$ cat src/rtl/dummy_pkg.sv
// Shared types for the dummy coprocessor: ID width, issue mode and result mux select.
package dummy_pkg;

  localparam int unsigned XIdWidth = 4;

  // Execution class of a non-combinational instruction.
  typedef enum logic {
    MODE_PIPE = 1'b0,
    MODE_ITER = 1'b1
  } coproc_ctl_t;

  // Datapath result mux select.
  typedef enum logic [1:0] {
    RES_SEL_COMB = 2'd0,
    RES_SEL_PIPE = 2'd1,
    RES_SEL_ITER = 2'd2
  } res_sel_t;

endpackage

$ cat src/rtl/dummy_ctl.sv
// dummy_ctl: issue/writeback sequencer for the dummy coprocessor datapath.
// Launches comb, pipelined or iterative instructions and keeps results in
// program order by only letting a class issue when no other class is in flight.
// Ports:
//   clk_i, rst_ni                      clock, async active-low reset
//   issue_valid_i/ready_o/id_i/mode_i/comb_i   instruction issue handshake
//   op_load_o                          operand register load (= issue handshake)
//   pipe_en_o                          pipelined-unit advance enable
//   iter_start_o/done_i/kill_o         iterative-unit control
//   flush_i                            synchronous flush of all in-flight work
//   res_valid_o/ready_i/id_o/sel_o     result handshake and datapath mux select
module dummy_ctl
  import dummy_pkg::*;
#(
  parameter int unsigned IdWidth   = dummy_pkg::XIdWidth,
  parameter int unsigned PipeDepth = 3
) (
  input  logic               clk_i,
  input  logic               rst_ni,
  input  logic               issue_valid_i,
  output logic               issue_ready_o,
  input  logic [IdWidth-1:0] issue_id_i,
  input  logic               issue_mode_i,
  input  logic               issue_comb_i,
  output logic               op_load_o,
  output logic               pipe_en_o,
  output logic               iter_start_o,
  input  logic               iter_done_i,
  output logic               iter_kill_o,
  input  logic               flush_i,
  output logic               res_valid_o,
  input  logic               res_ready_i,
  output logic [IdWidth-1:0] res_id_o,
  output logic [1:0]         res_sel_o
);

  localparam int unsigned Last = PipeDepth - 1;

  typedef enum logic [2:0] {
    ST_IDLE,
    ST_PIPE,
    ST_COMB,
    ST_ITER,
    ST_ITER_RES
  } state_e;

  state_e                            state_q, state_d;
  logic [PipeDepth-1:0]              pvld_q, pvld_d;
  logic [PipeDepth-1:0][IdWidth-1:0] pid_q, pid_d;
  logic [IdWidth-1:0]                id_q, id_d;

  logic is_pipe;
  logic is_iter;

  assign is_pipe = !issue_comb_i && (issue_mode_i == MODE_PIPE);
  assign is_iter = !issue_comb_i && (issue_mode_i == MODE_ITER);

  // State register, pipe tracker and latched comb/iter ID.
  always_ff @(posedge clk_i or negedge rst_ni) begin
    if (!rst_ni) begin
      state_q <= ST_IDLE;
      pvld_q  <= '0;
      pid_q   <= '0;
      id_q    <= '0;
    end else begin
      state_q <= state_d;
      pvld_q  <= pvld_d;
      pid_q   <= pid_d;
      id_q    <= id_d;
    end
  end

  // Output decode; flush and reset override the per-state values.
  always_comb begin
    issue_ready_o = 1'b0;
    pipe_en_o     = 1'b1;
    res_valid_o   = 1'b0;
    res_id_o      = '0;
    res_sel_o     = RES_SEL_COMB;
    iter_kill_o   = 1'b0;
    case (state_q)
      ST_IDLE: issue_ready_o = 1'b1;
      ST_PIPE: begin
        // Stall the whole pipe while the head result is not taken.
        pipe_en_o     = !(pvld_q[Last] && !res_ready_i);
        issue_ready_o = pipe_en_o && is_pipe;
        res_valid_o   = pvld_q[Last];
        if (pvld_q[Last]) begin
          res_id_o  = pid_q[Last];
          res_sel_o = RES_SEL_PIPE;
        end
      end
      ST_COMB: begin
        res_valid_o = 1'b1;
        res_id_o    = id_q;
        res_sel_o   = RES_SEL_COMB;
      end
      ST_ITER_RES: begin
        res_valid_o = 1'b1;
        res_id_o    = id_q;
        res_sel_o   = RES_SEL_ITER;
      end
      default: ;
    endcase
    if (flush_i) begin
      issue_ready_o = 1'b0;
      res_valid_o   = 1'b0;
      res_id_o      = '0;
      res_sel_o     = RES_SEL_COMB;
      iter_kill_o   = (state_q == ST_ITER);
    end
    // Nothing is accepted or pulsed while reset is held.
    if (!rst_ni) begin
      issue_ready_o = 1'b0;
      iter_kill_o   = 1'b0;
    end
  end

  assign op_load_o    = issue_valid_i && issue_ready_o;
  assign iter_start_o = op_load_o && is_iter;

  // Next-state and tracker update.
  always_comb begin
    state_d = state_q;
    pvld_d  = pvld_q;
    pid_d   = pid_q;
    id_d    = id_q;
    if (flush_i) begin
      state_d = ST_IDLE;
      pvld_d  = '0;
    end else begin
      case (state_q)
        ST_IDLE: begin
          if (op_load_o) begin
            if (issue_comb_i) begin
              id_d    = issue_id_i;
              state_d = ST_COMB;
            end else if (is_iter) begin
              id_d    = issue_id_i;
              state_d = ST_ITER;
            end else begin
              pvld_d[0] = 1'b1;
              pid_d[0]  = issue_id_i;
              state_d   = ST_PIPE;
            end
          end
        end
        ST_PIPE: begin
          if (pipe_en_o) begin
            for (int unsigned i = 1; i < PipeDepth; i++) begin
              pvld_d[i] = pvld_q[i-1];
              pid_d[i]  = pid_q[i-1];
            end
            // Stage 0 takes the new issue or a bubble.
            pvld_d[0] = op_load_o;
            pid_d[0]  = issue_id_i;
          end
          if (pvld_d == '0) state_d = ST_IDLE;
        end
        ST_COMB:     if (res_ready_i) state_d = ST_IDLE;
        ST_ITER:     if (iter_done_i) state_d = ST_ITER_RES;
        ST_ITER_RES: if (res_ready_i) state_d = ST_IDLE;
        default:     state_d = ST_IDLE;
      endcase
    end
  end

endmodule

$ cat config.mk
export PLATFORM = sky130hd
export DESIGN_NAME = dummy_ctl
export DESIGN_NICKNAME = d
export VERILOG_FILES = /design/src/rtl/dummy_pkg.sv /design/src/rtl/dummy_ctl.sv
export SDC_FILE = /design/constraint.sdc
export NUM_CORES = 1
export LEC_CHECK = 0
export CAP_MARGIN = 20
export CORE_MARGIN = 3
export CORE_UTILIZATION = 32
export CTS_CLUSTER_SIZE = 20
export DETAILED_ROUTE_END_ITERATION = 6
export SYNTH_ARGS = -nofsm -noshare
export SYNTH_HDL_FRONTEND = slang
export SYNTH_SLANG_ARGS = --single-unit
export TNS_END_PERCENT = 50
$ cat constraint.sdc
create_clock -name clk_i -period 2.25 [get_ports clk_i]
set_input_delay 0.45 -clock clk_i [delete_from_list [all_inputs] [get_ports clk_i]]
set_output_delay 0.45 -clock clk_i [all_outputs]
set_load 0.03 [all_outputs]
==> results of run 1 <==
==> critical path, stage by stage <==
cell	delay, ps
clkdlybuf4s50_1	480
nor2b_1	220
nand4_1	160
nor3b_2	210
buf_4	180
==> flip-flops by register name, indices dropped and copies added, names as in the netlist <==
register  cells
id_q          4
state_q       3
pvld_q        3
pid_q        12
==> synthesized netlist by cell type, types with 2 or more instances <==
library cell	n
inv_1	2
mux2_1	4
dfrtp_1	22
nand2_1	7
nor2_1	9
a21oi_1	3
a22oi_1	5
mux2_2	12
and2_1	3
buf_4	3
nor2b_1	2
nand2b_1	2
nand4_1	2
nor3_1	5
and3_1	2
==> power by group through the flow <==
| stage | registers, mW | logic [mW] | clock network (mW) |
|---|---|---|---|
| after global placement | 0.535 | 0.208 | 0 |
| after detailed placement | 0.541 | 0.213 | 0 |
| after CTS | 0.533 | 0.214 | 0.249 |
| after global routing | 0.543 | 0.237 | 0.258 |
| after floorplan | 0.525 | 0.135 | 0 |
| final | 0.531 | 0.213 | 0.244 |
==> what timing repair did <==
item                                    CTS  global route
hold endpoints to repair                  0             0
resized for setup                         4             9
pin swaps                                 0             4
setup buffers                             0             1
endpoints found under the setup margin    2             7
==> path summary, 6_finish.rpt <==
| check | start | endpoint | slack (ps) | cells after the start |
|---|---|---|---|---|
| setup / recovery | rst_ni | iter_start_o | 100 | 5 |
| hold / removal | pid_q[0]$_DFFE_PN0P_ | pid_q[0]$_DFFE_PN0P_ | 490 | 1 |
| setup reg to reg | state_q[1]$_DFFE_PN0P_ | pid_q[3]$_DFFE_PN0P_ | 500 | 5 |
| hold reg to reg | pid_q[0]$_DFFE_PN0P_ | pid_q[0]$_DFFE_PN0P_ | 490 | 1 |
| max in group asynchronous | rst_ni | pid_q[10]$_DFFE_PN0P_ | 1320 | 3 |
| min in group asynchronous | rst_ni | pid_q[9]$_DFFE_PN0P_ | 500 | 2 |
==> stage by stage <==
| step | power (mW) | cell area [µm²] |
|---|---|---|
| after detailed placement | 0.754 | 1550 |
| after global placement | 0.742 | 1550 |
| final | 0.988 | 1610 |
| after floorplan | 0.660 | 1190 |
| after global routing | 1.04 | 1610 |
| after CTS | 0.997 | 1590 |
==> cells by family (layout without fill, tap and decap cells) <==
kind of cell           count (synthesis)  in the layout  synth area share (%)
multiplexers                          16             16                  15.1
AND/OR/NAND/NOR                       46             46                  24.6
AO/OA/AOI/OAI                         16             16                  10.6
XOR/XNOR                               1              1                 0.735
flip-flops                            22             22                  46.2
buffers and inverters                  6             45                  2.83
==> cell type report <==
cell class	count	area [µm²]
flip-flops and latches	22	552
well taps	46	57.6
repair buffers	40	334
multi-input cells	79	621
clock buffers	3	41.3
inverters	2	7.51
fillers	344	1860
==> per-layer routing <==
layer / part of all wire [%] / global-route usage, %
met3: 5.0 / 2.53
met1: 47 / 17.5
met4: 1.6 / 5.32
met2: 46 / 21.8
met5: 0 / 0
==> reports/results.tsv, run 1 <==
stage	metric	value	unit
run_status	outcome	complete, no violations	
synthesis	synthesized area	0.00119	mm²
clock_network	worst skew pair latency	260	ps
floorplanning	Die X	67.0	µm
pwr	leakage dissipation	0.741	nW
floorplanning	die height	67.0	µm
drt	Routed Antenna Nets	0	
synthesis	largest area contributor in the netlist	dfrtp_1	
drt	DR pass1 iterations	4	
pwr	Logic pwr share	21.5	%
floorplanning	# rows	21	
critical_path	CP Class	in -> out	
global_route	vias in the first global route	959	
clock_network	CTS tree	built	
synthesis	Post-Syn Area per Cell	11.1	µm²
synthesis	dominant synthesized flop cell	dfrtp_1	
floorplanning	Starting Density	34.4	%
drt	Vias/cell	4.91	
sta	Max Clk Rate	0.465	GHz
critical_path	crit path DAT	1700	ps
sta	Slew Limit Headroom	77.2	%
synthesis	Async S/R FF share, synth	100	%
pwr	clock power share	24.7	%
synthesis	Synth area leaders	dfrtp_1 46%, mux2_2 11%, mux2_1 3.8%	
layout	share of layout cells above drive strength 1	39.7	%
sta	Final Hold Violating Endpoints	0	
pwr	Net Switching	0.260	mW
drt	DRC Markers	0	
layout	# nets final	160	
synthesis	#FFs+latches synth	22	
synthesis	register area share after synthesis	46.2	%
pwr	Reg power frac	53.8	%
layout	final std cells w/o fill	192	
global_route	total grt overflow	0	
drt	vias	943	
floorplanning	IO Count	24	
placement	GP Congestion	0.796	
critical_path	crit path capture type	output port	
critical_path	Worst Path Required	1800	ps
floorplanning	Die Area	0.00449	mm²
global_route	GRT Util Overall	13.5	%
critical_path	startpoint types	input pin	
clock_network	clk slew on worst S/H paths	80	ps
clock_network	Hold-fix buffers, CTS	0	
layout	most common cell after layout, fill and taps aside	buf_4	
placement	post-DP HPWL	2.16	mm
sta	final setup fails	0	
pwr	Power Dens Cells	613	mW/mm²
synthesis	number of synthesized flops with an enable pin	0	
drt	routed len/inst	14.2	µm
layout	final core utilization	46.5	%
placement	Placed Cells	188	
global_route	initial antenna violation count	0	
clock_network	number of CTS-inserted buffers	3	
pwr	worst vdd ir	0.414	mV
pwr	Switching Fraction	26.3	%
synthesis	cells after synthesis	107	
clock_network	CTS root buf	clkbuf_8	
worst_hold_path	Hold/Removal Path Class	reg -> reg	
sta	final hold slack	488	ps
critical_path	worst-path fanout max	3	
pwr	Pint	0.728	mW
clock_network	H-tree depth	1	
job	max cap viols	0	
sta	setup TNS	0	ps
global_route	pin count of the biggest net entering global routing	17	
sta	Final WS setup	97.4	ps
sta	RSZ-0062 raised after global routing	true	
placement	IO Port Bufs	23	
sta	crit share post-route	95.7	%
synthesis	Yosys top cell area share	46.2	%
synthesis	Ys Warns	0	
layout	Antenna Cells	0	
sta	Setup Skew	4.09	ps
sta	Least-Margin Pin Slew	340	ps
layout	most frequent cells in the layout	27 x buf_4, 21 x dfrtp_1, 12 x mux2_2	
clock_network	CTS Sinks	22	
sta	minimum clock period	2150	ps
drt	Total Wirelength	2.72	mm
layout	Area growth syn-to-layout	35.3	%
synthesis	synth unique cells	39	
drt	DRT iter0 DRCs	46	
floorplanning	CORE AREA	0.00347	mm²
sta	max-slew violation count	0	
placement	Placement Setup Slack	-303	ps
global_route	first-pass GRT wire length	4.57	mm
synthesis	syn nets	119	
clock_network	CTS max path bufs	2	
Power figures use the tool's default switching activity.
==> run 2, diff against run 1 <==
--- a/config.mk
+++ b/config.mk
@@ -6,7 +6,7 @@
 export NUM_CORES = 1
 export LEC_CHECK = 0
 export CAP_MARGIN = 20
-export CORE_MARGIN = 3
+export CORE_MARGIN = 2
 export CORE_UTILIZATION = 32
 export CTS_CLUSTER_SIZE = 20
 export DETAILED_ROUTE_END_ITERATION = 6
==> run 2 against run 1 <==
  * Register-to-register slack barely moved
  * Setup slack worse by 70 ps
  * Design area is 1.6% higher
  * Non-clock buffer count is 2 lower
  * Critical path type unchanged
  * Critical endpoint is now res_valid_o
  * Global-route usage is essentially flat
  * First-iteration DRC count decreased by 33%
  * Largest power group unchanged
  * Largest cell class unchanged
  * Core utilization is 1.4 points lower
  * Hold slack lost 3.0 ps
  * Combinational power is essentially flat
==> reports/results.tsv, run 2 (synthesized netlist as in run 1, its figures left out) <==
stage	metric	value	unit
layout	most frequent cells in the layout	24 x buf_4, 22 x dfrtp_1, 12 x mux2_2	
global_route	first-pass GRT wire length	4.42	mm
critical_path	CP Class	in -> out	
pwr	total power	1.10	mW
drt	DRT iter0 DRCs	31	
pwr	Power Dens Cells	674	mW/mm²
clock_network	H-tree depth	1	
layout	register area	551	µm²
sta	Max Clk Rate	0.450	GHz
layout	final std cells w/o fill	193	
pwr	leakage dissipation	0.738	nW
critical_path	Worst Path Required	1800	ps
critical_path	crit path DAT	1770	ps
floorplanning	die height	65.0	µm
critical_path	CP max stage delay	530	ps
clock_network	CTS root buf	clkbuf_8	
drt	Vias/cell	4.89	
drt	Total Wirelength	2.56	mm
placement	IO Port Bufs	23	
layout	max reg flops	12	
clock_network	CTS Sinks	22	
clock_network	clk slew on worst S/H paths	80	ps
pwr	worst vdd ir	0.384	mV
drt	Routed Antenna Nets	0	
layout	Antenna Cells	0	
floorplanning	IO Count	24	
layout	largest registers	pid_q (12), id_q (4)	
floorplanning	Die X	65.0	µm
layout	Fillers	351	
sta	final setup fails	0	
layout	footprint of the multi-input gates	623	µm²
clock_network	number of CTS-inserted buffers	3	
sta	RSZ-0062 raised after global routing	true	
critical_path	Critical-path top delay cell	clkdlybuf4s50_1	
layout	share of layout cells above drive strength 1	39.3	%
layout	most common cell after layout, fill and taps aside	buf_4	
global_route	pin count of the biggest net entering global routing	27	
drt	routed len/inst	13.2	µm
clock_network	Hold-fix buffers, CTS	0	
global_route	vias in the first global route	952	
floorplanning	# rows	22	
sta	Slew Limit Headroom	76.6	%
sta	crit share post-route	98.8	%
layout	Area growth syn-to-layout	37.5	%
global_route	total grt overflow	0	
sta	final hold slack	485	ps
worst_hold_path	Hold/Removal Path Class	reg -> reg	
layout	# nets final	158	
placement	post-DP HPWL	1.97	mm
global_route	GRT Util Overall	13.5	%
placement	GP Congestion	0.790	
clock_network	CTS tree	built	
job	max cap viols	0	
global_route	initial antenna violation count	0	
critical_path	startpoint types	input pin	
drt	DRC Markers	0	
floorplanning	CORE AREA	0.00363	mm²
sta	max-slew violation count	0	
critical_path	worst-path fanout max	2	
floorplanning	Starting Density	32.8	%
clock_network	CTS max path bufs	2	
layout	most flop-heavy register	pid_q	
sta	Setup Skew	3.42	ps
sta	Final Hold Violating Endpoints	0	
run_status	outcome	complete, no violations	
floorplanning	Die Area	0.00423	mm²
sta	Least-Margin Pin Slew	349	ps
clock_network	worst skew pair latency	260	ps
drt	DR pass1 iterations	2	
placement	Placed Cells	188	
sta	minimum clock period	2220	ps
critical_path	crit path capture type	output port	
critical_path	worst path cell trace	clkdlybuf4s50_1, nor2_4, and3_1, or2_2, clkdlybuf4s15_2	
drt	vias	944	
run 2: worst paths after layout:
| path | from | endpoint | slack (ps) | depth (start not counted) |
|---|---|---|---|---|
| max | flush_i | res_valid_o | 30 | 5 |
| min reg2reg | pid_q[0]$_DFFE_PN0P_ | pid_q[0]$_DFFE_PN0P_ | 480 | 1 |
| min in group asynchronous | rst_ni | state_q[2]$_DFFE_PN0P_ | 560 | 2 |
| min | pid_q[0]$_DFFE_PN0P_ | pid_q[0]$_DFFE_PN0P_ | 480 | 1 |
| max in group asynchronous | rst_ni | pid_q[5]$_DFFE_PN0P_ | 1490 | 2 |
| max reg2reg | state_q[1]$_DFFE_PN0P_ | pid_q[3]$_DFFE_PN0P_ | 500 | 5 |
run 2: metrics by stage:
step	setup TNS [ps]	worst slack [ps]	area, µm²	utilization, %
5_1_grt	-24.6	-24.6	1640	45.1
3_5_place_dp	-301	-286	1530	42.2
3_3_place_gp	-269	-269	1530	42.2
6_report	0	27.3	1640	45.1
2_1_floorplan	0	132	1190	-
4_1_cts	-34.4	-34.4	1610	44.2
run 2: layout make-up:
cell class,instances,area share (%)
multi-input cells,79,38.0
flip-flops and latches,22,33.6
repair buffers,38,19.9
well taps,48,3.66
clock buffers,3,2.52
clock inverters,1,1.83
inverters,2,0.458
run 2: report_power, final:
part | total, mW | switching (mW) | leakage (nW) | internal [mW]
sequential | 0.531 | 0.0442 | 0.288 | 0.486
combinational | 0.210 | 0.0896 | 0.415 | 0.120
clock | 0.364 | 0.126 | 0.0357 | 0.238
run 2: critical path: cells and delay by family:
kind / cells / cell delay (ps)
buffers and inverters: 2 / 810
AND/OR/NAND/NOR: 3 / 520
run 2: what timing repair did:
item	in CTS	in global routing
pin swaps	0	2
gates resized for setup	3	7
endpoints found under the setup margin	2	7
setup buffers	0	1
run 2: metal layers:
layer / global-route usage, % / routed length, µm / vias to the layer above
met3: 2.78 / 145 / 2
met4: 3.39 / 19 / 0
met5: 0 / 0 / -
met2: 22.3 / 1200 / 24
met1: 18.1 / 1190 / 454
li1: - / - / 464
==> run 3, diff against run 2 <==
--- a/config.mk
+++ b/config.mk
@@ -8,8 +8,10 @@
 export CAP_MARGIN = 20
 export CORE_MARGIN = 2
 export CORE_UTILIZATION = 32
+export CTS_BUF_LIST = sky130_fd_sc_hd__clkbuf_4
 export CTS_CLUSTER_SIZE = 20
 export DETAILED_ROUTE_END_ITERATION = 6
+export RECOVER_POWER = 50
 export SYNTH_ARGS = -nofsm -noshare
 export SYNTH_HDL_FRONTEND = slang
 export SYNTH_SLANG_ARGS = --single-unit
==> run 3 against run 2 <==
  * Core utilization down 0.21 points
  * Critical path depth unchanged
  * Sequential power about the same
  * Critical endpoint unchanged
  * Largest cell class unchanged
==> reports/results.tsv, run 3 (synthesized netlist as in run 1, its figures left out) <==
stage	metric	value	unit
critical_path	CP Class	in -> out	
sta	Setup Skew	5.49	ps
sta	RSZ-0062 raised after global routing	true	
drt	DR pass1 iterations	2	
critical_path	startpoint types	input pin	
floorplanning	die height	65.0	µm
placement	Placement Setup Slack	-286	ps
layout	largest registers	pid_q (12), id_q (4)	
critical_path	reg-to-reg startpoint	state_q[1]$_DFFE_PN0P_	
drt	DRC Markers	0	
drt	Total Wirelength	2.53	mm
sta	Final Hold Violating Endpoints	0	
drt	vias	962	
layout	share of layout cells above drive strength 1	39.5	%
layout	most common cell after layout, fill and taps aside	buf_4	
drt	routed len/inst	13.0	µm
global_route	total grt overflow	0	
sta	final setup fails	0	
sta	Max Clk Rate	0.450	GHz
clock_network	CTS root buf	clkbuf_4	
drt	Vias/cell	4.93	
floorplanning	Starting Density	32.8	%
layout	# nets final	160	
pwr	leakage dissipation	0.734	nW
worst_hold_path	Hold/Removal Path Class	reg -> reg	
critical_path	Worst Reg-to-Reg Cells	6	
floorplanning	IO Count	24	
global_route	pin count of the biggest net entering global routing	27	
job	max cap viols	0	
global_route	GRT Util Overall	13.5	%
floorplanning	Die X	65.0	µm
sta	max-slew violation count	0	
layout	most frequent cells in the layout	24 x buf_4, 21 x dfrtp_1, 12 x mux2_2	
worst_hold_path	hold path cells	1	
global_route	initial antenna violation count	0	
floorplanning	Die Area	0.00423	mm²
layout	final core utilization	44.9	%
layout	most flop-heavy register	pid_q	
floorplanning	CORE AREA	0.00363	mm²
sta	minimum clock period	2220	ps
floorplanning	# rows	22	
critical_path	Critical path destination	res_valid_o	
drt	DRT iter0 DRCs	17	
critical_path	Reg-to-Reg End	pid_q[1]$_DFFE_PN0P_	
layout	Fillers	355	
pwr	worst vdd ir	0.427	mV
sta	Least-Margin Pin Slew	387	ps
sta	Slew Limit Headroom	74.1	%
run_status	outcome	complete, no violations	
placement	IO Port Bufs	23	
placement	GP Congestion	0.790	
clock_network	worst skew pair latency	310	ps
critical_path	crit path DAT	1770	ps
layout	Antenna Cells	0	
layout	Area growth syn-to-layout	36.8	%
clock_network	Hold-fix buffers, CTS	0	
sta	crit share post-route	98.7	%
global_route	vias in the first global route	938	
clock_network	CTS tree	built	
clock_network	number of CTS-inserted buffers	3	
clock_network	CTS Sinks	22	
layout	footprint of the multi-input gates	618	µm²
critical_path	crit path launch	flush_i	
critical_path	crit path capture type	output port	
clock_network	H-tree depth	1	
critical_path	flop2flop setup slack	390	ps
drt	Routed Antenna Nets	0	
clock_network	clk slew on worst S/H paths	120	ps
sta	Final WS setup	29.0	ps
layout	max reg flops	12	
clock_network	CTS max path bufs	2	
global_route	first-pass GRT wire length	4.40	mm
pwr	Power Dens Cells	638	mW/mm²
placement	post-DP HPWL	1.97	mm
critical_path	worst-path fanout max	2	
layout	register area	552	µm²
critical_path	Worst Path Required	1800	ps
## run 3: metrics by stage
step	cells	instance area [µm²]	setup TNS (ps)	hold WS (ps)	power (mW)
finish	195	1630	0	495	1.04
CTS	192	1590	-34.4	502	1.05
floorplan	107	1190	0	154	0.660
global placement	188	1530	-269	466	0.739
detailed placement	188	1530	-301	472	0.748
global route	195	1630	-19.9	513	1.10
## run 3: worst max-delay path, cell delays in order
cell,delay (ps)
clkdlybuf4s50_1,530
nor2_4,40
and3_1,180
or2_2,290
clkdlybuf4s15_2,280
## run 3: final cells by class
type,count,area share [%]
clock buffers,3,1.38
clock inverters,1,1.84
inverters,2,0.460
multi-input cells,79,37.9
flip-flops and latches,22,33.8
well taps,48,3.68
repair buffers,40,20.9
## run 3: how the worst min path moves through the flow
stage,from,slack [ps],to
floorplan,rst_ni,150,id_q[0]$_DFFE_PN0P_
global placement,pid_q[1]$_DFFE_PN0P_,470,pid_q[1]$_DFFE_PN0P_
detailed placement,pid_q[0]$_DFFE_PN0P_,470,pid_q[0]$_DFFE_PN0P_
CTS,pid_q[0]$_DFFE_PN0P_,500,pid_q[0]$_DFFE_PN0P_
global route,rst_ni,510,pvld_q[0]$_DFFE_PN0P_
finish,pid_q[0]$_DFFE_PN0P_,490,pid_q[0]$_DFFE_PN0P_
## run 3: power by group
part           switching, mW  total (mW)  internal (mW)
registers             0.0441       0.530          0.486
logic                 0.0892       0.211          0.122
clock network          0.119       0.299          0.180
## run 3: metal layers
layer	up-vias	routed length (µm)	part of all wire (%)	GRT usage, %
li1	468	-	-	-
met1	465	1180	47	17.8
met2	24	1170	46	22.0
met3	5	143	5.6	2.78
met4	0	34	1.3	4.69
met5	-	0	0	0
## run 3: what timing repair did
item	CTS	global route
gates resized for setup	3	9
endpoints found under the setup margin	2	8
buffers inserted	0	3
pin swaps	0	3
